**src/rtl/command_issue_control_pkg.sv**
```systemverilog
`default_nettype none
// ============================================================================
//  Module      : command_issue_control_pkg
//  Description : Shared types and constants for the PSL command issue block:
//                FSM state enum, default sizing constants, the arbiter
//                request line, the PSL command interface, and a parity helper.
//  Revision    : 1.0  initial parametrised release
// ============================================================================
package command_issue_control_pkg;

    localparam int c_TAG_DEPTH_DEFAULT    = 32;
    localparam int c_CREDIT_WIDTH_DEFAULT = 8;

    localparam logic [12:0] c_PSL_CMD_TOUCH_I = 13'h0240;
    localparam logic [2:0]  c_PSL_ABT_STRICT  = 3'b000;

    typedef logic [7:0] tag_t;

    typedef enum logic [1:0] {
        IDLE  = 2'd0,
        RUN   = 2'd1,
        DRAIN = 2'd2
    } command_issue_state;

    typedef struct packed {
        logic        valid;
        logic [12:0] command;
        logic [63:0] address;
        logic [11:0] size;
        logic [2:0]  abt;
    } CommandBufferLine;

    typedef struct packed {
        logic        valid;
        tag_t        tag;
        logic        tag_parity;
        logic [12:0] command;
        logic        command_parity;
        logic [2:0]  abt;
        logic [63:0] address;
        logic        address_parity;
        logic [11:0] size;
        logic [15:0] context_handle;
    } CommandInterfaceOutput;

    // Zero-extension does not change the parity, so narrower fields are
    // passed in widened to 64 bits.
    function automatic logic f_parity(input logic [63:0] i_data, input logic i_odd);
        return i_odd ? ~(^i_data) : (^i_data);
    endfunction

endpackage
`default_nettype wire

```
**src/rtl/command_issue_control_tag_free_pool.sv**
```systemverilog
`default_nettype none
// ============================================================================
//  Module      : command_issue_control_tag_free_pool
//  Description : Busy bitmap of TAG_DEPTH tags with a lowest-free priority
//                encoder and a busy lookup for an arbitrary 8-bit tag.
//  Ports       : i_clk, i_rst_n (async active-low)
//                i_alloc      - mark o_alloc_tag busy at this edge
//                i_free       - mark i_tag free at this edge
//                i_tag        - tag to free / look up
//                o_alloc_tag  - lowest-index free tag
//                o_any_free   - at least one tag is free
//                o_tag_busy   - i_tag is in range and busy
//  Revision    : 1.0  initial release
// ============================================================================
module command_issue_control_tag_free_pool
    import command_issue_control_pkg::*;
#(
    parameter int TAG_DEPTH = c_TAG_DEPTH_DEFAULT
) (
    input  logic i_clk,
    input  logic i_rst_n,
    input  logic i_alloc,
    input  logic i_free,
    input  tag_t i_tag,
    output tag_t o_alloc_tag,
    output logic o_any_free,
    output logic o_tag_busy
);

    logic [TAG_DEPTH-1:0] r_busy;
    logic [255:0]         w_busy_ext;

    // Padding to the full 8-bit tag space makes out-of-range tags read as
    // not busy without a separate range compare.
    assign w_busy_ext = 256'(r_busy);
    assign o_tag_busy = w_busy_ext[i_tag];

    // Scan high to low so the last hit, the lowest index, wins.
    always_comb begin
        o_alloc_tag = '0;
        o_any_free  = 1'b0;
        for (int i = TAG_DEPTH - 1; i >= 0; i--) begin
            if (!r_busy[i]) begin
                o_alloc_tag = tag_t'(i);
                o_any_free  = 1'b1;
            end
        end
    end

    // A legal free always targets a busy tag, and allocation always targets
    // a free one, so the two never address the same bit in one cycle.
    always_ff @(posedge i_clk or negedge i_rst_n) begin
        if (!i_rst_n) begin
            r_busy <= '0;
        end else begin
            for (int i = 0; i < TAG_DEPTH; i++) begin
                if (i_alloc && (o_alloc_tag == tag_t'(i))) begin
                    r_busy[i] <= 1'b1;
                end else if (i_free && (i_tag == tag_t'(i))) begin
                    r_busy[i] <= 1'b0;
                end
            end
        end
    end

endmodule
`default_nettype wire

```
**src/rtl/command_issue_control.sv**
```systemverilog
`default_nettype none
// ============================================================================
//  Module      : command_issue_control
//  Description : Accepts arbiter commands, allocates PSL tags, tracks PSL
//                command credits and drives the registered PSL command bus
//                with tag/command/address parity.
//  Ports       : clock, rstn (async active-low)
//                enabled_in, croom_in        - enable; credits load on IDLE->RUN
//                command_arbiter_in          - request (valid + payload)
//                command_ready_out           - accept qualifier this cycle
//                response_valid_in/tag_in/tag_parity_in - PSL response
//                command_out                 - registered PSL command
//                outstanding_count_out       - tags in flight
//                tag_error_out, parity_error_out - sticky error flags
//  Options     : RESPONSE_TAG_PARITY_CHECK_EN - check response tag parity and
//                drop responses whose parity mismatches.
//  Revision    : 1.0  initial parametrised release
// ============================================================================
module command_issue_control
    import command_issue_control_pkg::*;
#(
    parameter int TAG_DEPTH    = c_TAG_DEPTH_DEFAULT,
    parameter int CREDIT_WIDTH = c_CREDIT_WIDTH_DEFAULT,
    parameter int ODD_PARITY   = 1
) (
    input  logic                  clock,
    input  logic                  rstn,
    input  logic                  enabled_in,
    input  logic [7:0]            croom_in,
    input  CommandBufferLine      command_arbiter_in,
    output logic                  command_ready_out,
    input  logic                  response_valid_in,
    input  logic [7:0]            response_tag_in,
    input  logic                  response_tag_parity_in,
    output CommandInterfaceOutput command_out,
    output logic [8:0]            outstanding_count_out,
    output logic                  tag_error_out,
    output logic                  parity_error_out
);

    localparam logic [CREDIT_WIDTH-1:0] c_CREDIT_ONE = CREDIT_WIDTH'(1);
    localparam logic                    c_ODD        = (ODD_PARITY != 0);

    command_issue_state      r_state;
    command_issue_state      w_state_next;
    logic [CREDIT_WIDTH-1:0] r_credits;
    logic [8:0]              r_outstanding;
    logic                    r_tag_error;
    CommandInterfaceOutput   r_cmd_out;

    logic w_ready;
    logic w_accept;
    logic w_any_free;
    logic w_tag_busy;
    logic w_resp_parity_ok;
    logic w_resp_legal;
    logic w_resp_illegal;
    logic w_load_credits;
    tag_t w_alloc_tag;

    command_issue_control_tag_free_pool #(
        .TAG_DEPTH (TAG_DEPTH)
    ) u_pool (
        .i_clk       (clock),
        .i_rst_n     (rstn),
        .i_alloc     (w_accept),
        .i_free      (w_resp_legal),
        .i_tag       (response_tag_in),
        .o_alloc_tag (w_alloc_tag),
        .o_any_free  (w_any_free),
        .o_tag_busy  (w_tag_busy)
    );

`ifdef RESPONSE_TAG_PARITY_CHECK_EN
    logic r_parity_error;

    assign w_resp_parity_ok = (response_tag_parity_in == f_parity(64'(response_tag_in), c_ODD));

    always_ff @(posedge clock or negedge rstn) begin
        if (!rstn) begin
            r_parity_error <= 1'b0;
        end else if (response_valid_in && !w_resp_parity_ok) begin
            r_parity_error <= 1'b1;
        end
    end

    assign parity_error_out = r_parity_error;
`else
    logic w_unused_parity;

    assign w_unused_parity  = response_tag_parity_in;
    assign w_resp_parity_ok = 1'b1;
    assign parity_error_out = 1'b0;
`endif

    // A parity-rejected response is neither legal nor a tag error.
    assign w_resp_legal   = response_valid_in && w_resp_parity_ok && w_tag_busy;
    assign w_resp_illegal = response_valid_in && w_resp_parity_ok && !w_tag_busy;
    assign w_accept       = command_arbiter_in.valid && w_ready;
    assign w_load_credits = (r_state == IDLE) && enabled_in;

    // ---------------- FSM: state register ----------------
    always_ff @(posedge clock or negedge rstn) begin
        if (!rstn) begin
            r_state <= IDLE;
        end else begin
            r_state <= w_state_next;
        end
    end

    // ---------------- FSM: next state ----------------
    always_comb begin
        w_state_next = r_state;
        case (r_state)
            IDLE:    if (enabled_in) w_state_next = RUN;
            RUN:     if (!enabled_in) w_state_next = DRAIN;
            DRAIN: begin
                if (enabled_in) begin
                    w_state_next = RUN;
                end else if (r_outstanding == 9'd0) begin
                    w_state_next = IDLE;
                end
            end
            default: w_state_next = IDLE;
        endcase
    end

    // ---------------- FSM: outputs ----------------
    always_comb begin
        w_ready = 1'b0;
        if ((r_state == RUN) && (r_credits != '0) && w_any_free) begin
            w_ready = 1'b1;
        end
    end

    // Accept only happens with a nonzero count, so the decrement cannot wrap.
    always_ff @(posedge clock or negedge rstn) begin
        if (!rstn) begin
            r_credits <= '0;
        end else if (w_load_credits) begin
            r_credits <= CREDIT_WIDTH'(croom_in);
        end else if (w_accept && !w_resp_legal) begin
            r_credits <= r_credits - c_CREDIT_ONE;
        end else if (!w_accept && w_resp_legal && (r_credits != '1)) begin
            r_credits <= r_credits + c_CREDIT_ONE;
        end
    end

    always_ff @(posedge clock or negedge rstn) begin
        if (!rstn) begin
            r_outstanding <= 9'd0;
        end else if (w_accept && !w_resp_legal) begin
            r_outstanding <= r_outstanding + 9'd1;
        end else if (!w_accept && w_resp_legal) begin
            r_outstanding <= r_outstanding - 9'd1;
        end
    end

    always_ff @(posedge clock or negedge rstn) begin
        if (!rstn) begin
            r_tag_error <= 1'b0;
        end else if (w_resp_illegal) begin
            r_tag_error <= 1'b1;
        end
    end

    // Payload fields hold their last value while valid is low.
    always_ff @(posedge clock or negedge rstn) begin
        if (!rstn) begin
            r_cmd_out                <= '0;
            r_cmd_out.command        <= c_PSL_CMD_TOUCH_I;
            r_cmd_out.abt            <= c_PSL_ABT_STRICT;
            r_cmd_out.tag_parity     <= f_parity(64'd0, c_ODD);
            r_cmd_out.command_parity <= f_parity(64'(c_PSL_CMD_TOUCH_I), c_ODD);
            r_cmd_out.address_parity <= f_parity(64'd0, c_ODD);
        end else begin
            r_cmd_out.valid <= w_accept;
            if (w_accept) begin
                r_cmd_out.tag            <= w_alloc_tag;
                r_cmd_out.tag_parity     <= f_parity(64'(w_alloc_tag), c_ODD);
                r_cmd_out.command        <= command_arbiter_in.command;
                r_cmd_out.command_parity <= f_parity(64'(command_arbiter_in.command), c_ODD);
                r_cmd_out.abt            <= command_arbiter_in.abt;
                r_cmd_out.address        <= command_arbiter_in.address;
                r_cmd_out.address_parity <= f_parity(command_arbiter_in.address, c_ODD);
                r_cmd_out.size           <= command_arbiter_in.size;
                r_cmd_out.context_handle <= 16'd0;
            end
        end
    end

    assign command_ready_out     = w_ready;
    assign command_out           = r_cmd_out;
    assign outstanding_count_out = r_outstanding;
    assign tag_error_out         = r_tag_error;

endmodule
`default_nettype wire

```
**config.mk**
```make
export PLATFORM = sky130hd
export DESIGN_NAME = command_issue_control
export DESIGN_NICKNAME = d
export VERILOG_FILES = /design/src/rtl/command_issue_control_pkg.sv /design/src/rtl/command_issue_control_tag_free_pool.sv /design/src/rtl/command_issue_control.sv
export SDC_FILE = /design/constraint.sdc
export NUM_CORES = 1
export LEC_CHECK = 0
export CAP_MARGIN = 20
export CORE_ASPECT_RATIO = 0.75
export CORE_UTILIZATION = 48
export CTS_CLUSTER_DIAMETER = 60
export CTS_CLUSTER_SIZE = 16
export DETAILED_ROUTE_END_ITERATION = 10
export GPL_TIMING_DRIVEN = 1
export PLACE_DENSITY = 0.81
export SETUP_SLACK_MARGIN = 0.05
export SLEW_MARGIN = 20
export SYNTH_ARGS = -nofsm -noshare
export SYNTH_HDL_FRONTEND = slang
export SYNTH_SLANG_ARGS = --single-unit
```
**constraint.sdc**
```tcl
create_clock -name clock -period 4.4 [get_ports clock]
set_input_delay 0.44 -clock clock [delete_from_list [all_inputs] [get_ports clock]]
set_output_delay 0.44 -clock clock [all_outputs]
set_load 0.01 [all_outputs]
```
==> run_results.csv <==
group,metric,value,unit
timing,setup_viol,0,
timing,tns,0,ns
worst_setup_path,slowest_stage,"clkdlybuf4s50_1",
power_and_ir_drop,vdd_drop_max,0.429,mV
timing,period_share,95.1,%
logic_synthesis,synth-seq-cells,153,
power_and_ir_drop,swShare,35.5,%
clocking,clockRootBuffer,"clkbuf_16",
worst_setup_path,path_cells,"clkdlybuf4s50_1 > buf_12 > mux4_2 > mux4_2 > and2b_4 > o21ai_4 > ha_4 > inv_1 > buf_4 > ha_1 > a21o_1 > a21oi_1 > o21bai_1 > a21oi_2 > o21bai_1 > a21oi_1 > xor2_1 > o21ai_0",
global_routing,grt_max_degree,106,
clocking,clk_pin_slew,0.07,ns
logic_synthesis,netlist_area,8140,µm²
timing,skew,0.0119,ns
timing,hold_ws,0.0723,ns
finish,final_cell_mix,"nand2_1, clkdlybuf4s50_1, dfrtp_1",
worst_setup_path,critPathMaxFanout,14,
worst_setup_path,path_delay_family,"compound AO/OA/AOI/OAI gates",
finish,final_common_cell,"nand2_1",
finish,antennaDiodeCount,0,
global_routing,grt-ovfl-total,0,
worst_setup_path,ff2ff_setup_slack,0.51,ns
status,violations,"DRC",
power_and_ir_drop,switchingPower,2.02,mW
clocking,cts_buffer_depth,2,
global_routing,grt_pass1_wl,37500,µm
worst_setup_path,path_class,"in2reg",
placed_design,pre_cts_slack,-0.291,ns
drt,wl,23600,µm
placed_design,io_buffers,224,
timing,finalHoldViolCount,0,
clocking,hold_buffers,0,
floorplan,rows,40,
clocking,cts.sinks,153,
min_path,worstHoldPathType,"in2async",
worst_setup_path,cpPeakStageDelay,0.51,ns
finish,fill_cells,1257,
timing,maxSlewHeadroom,29.0,%
logic_synthesis,ys.flop_type,"dfrtp_1",
worst_setup_path,crit_buf_inv,4,
floorplan,dieArea,17500,µm²
logic_synthesis,async_flop_share,100,%
worst_setup_path,cp-start-kind,"input port",
power_and_ir_drop,power_density,503,nW/µm²
placed_design,post-dp-hpwl,17500,µm
status,status,"complete, but fails checks",
timing,rsz0062_at_grt,"false",
global_routing,grt_use_total,27.8,%
clocking,cts_resized,0,
worst_setup_path,end_kind,"register",
finish,area_growth,39.2,%
drt,dr.pass1.iters,8,
logic_synthesis,synth_edf_count,0,
logic_synthesis,yosysWarnings,0,
drt,via_per_inst,5.29,
worst_setup_path,critPathLaunch,"response_tag_in[0]",
power_and_ir_drop,p_leak,5.24,nW
power_and_ir_drop,power,5.70,mW
job,cap_violations,0,
clocking,cts_tree,"yes",
logic_synthesis,syn_avg_cell_area,8.77,µm²
finish,drive_gt1_share,8.68,%
placed_design,gp_congestion,1.02,
global_routing,grt_pass1_vias,7195,
timing,slew_viol_final,0,
timing,clock.fmax,0.239,GHz
drt,wl_per_cell,16.9,µm
finish,fin_util,69.6,%
floorplan,io_pins,246,
power_and_ir_drop,pwr-share-comb,40.3,%
finish,nets,1313,
drt,ant_nets,0,
power_and_ir_drop,seqPwrFrac,34.7,%
floorplan,start_util,50.0,%
logic_synthesis,yosysUniqueCellTypes,53,
drt,vias,7386,
drt,route.detailed.drc,9,
timing,worst_pin_slew,1.06,ns
power_and_ir_drop,pwr-share-clk,25.0,%
logic_synthesis,seq_area_frac_synth,47.1,%
floorplan,fp.dieW,152,µm
clocking,numCtsBuffers,17,
timing,fin_crit,4.18,ns
drt,drtIter0Drc,654,
power_and_ir_drop,p_int,3.68,mW
logic_synthesis,synthCells,928,
worst_setup_path,required,4.69,ns
global_routing,grt_antenna_before_repair,0,
clocking,htreeDepth,4,
floorplan,core-area,16300,µm²
timing,setup_ws,0.218,ns
worst_setup_path,timing.rr.start,"u_pool.r_busy[18]$_DFFE_PN0P_",
clocking,cts_setup_buffers,0,
worst_setup_path,arrival,4.47,ns
floorplan,die_h,115,µm
clocking,clk-insertion-delay-late,0.43,ns
-- worst paths after layout --
path / cells after the start / to
setup / recovery: 18 / outstanding_count_out[7]$_DFFE_PN0P_
setup reg to reg: 16 / outstanding_count_out[7]$_DFFE_PN0P_
min in group clock: 1 / tag_error_out$_DFFE_PN0P_
max in group asynchronous: 2 / command_out[110]$_DFFE_PN1P_
hold reg to reg: 1 / tag_error_out$_DFFE_PN0P_
hold / removal: 1 / u_pool.r_busy[24]$_DFFE_PN0P_
-- metal layers --
layer	GRT usage [%]	share of wire, %
met2	42.9	46
met4	9.93	2.7
met3	7.88	8.9
met5	0	0
met1	37.7	42
-- synthesized netlist by cell type, drive strengths merged, types with 15 or more instances --
library cell    n  area [µm²]
a21oi          25         125
nor2           28         105
dfrtp         148        3700
ha             23         288
buf            35         230
nand3          27         145
inv            19        71.3
clkbuf         20        75.1
xnor2          75         657
xor2           15         131
o21ai          61         309
nand2         357        1340
-- through the flow --
step	area, µm²	std cells
detailed placement	10700	1365
CTS	11300	1397
floorplan	8210	947
finish	11300	1397
global placement	10700	1365
global route	11300	1397
-- power by group through the flow --
stage	Combinational (mW)	Sequential (mW)	Clock, mW
after global placement	2.20	1.98	0
final	2.30	1.98	1.43
after CTS	2.28	1.97	1.44
after global routing	2.51	2.02	1.51
after detailed placement	2.26	1.99	0
after floorplan	1.12	2.05	0
-- final cells by class --
class | instances | area [µm²] | area share, %
Multi-Input combinational cell | 720 | 4040 | 35.7
Sequential cell | 153 | 3830 | 33.9
Timing Repair Buffer | 263 | 2550 | 22.5
Clock buffer | 18 | 429 | 3.79
Tap cell | 210 | 263 | 2.32
Clock inverter | 14 | 139 | 1.23
Inverter | 19 | 71.3 | 0.630
-- flip-flops by register name (all words and copies together), names as in the netlist --
register	flops
tag_error_out	1
r_state	2
command_out	101
r_credits	8
outstanding_count_out	9
u_pool.r_busy	32
-- cell families after synthesis --
group	synth area share, %
fa+ha+maj	4.03
other cells	0.0461
mux	3.17
flops	47.1
buf+inv	4.63
xor+xnor	9.69
compound gates	7.72
simple gates	23.6
No activity file was read; power rests on OpenSTA's default activity.
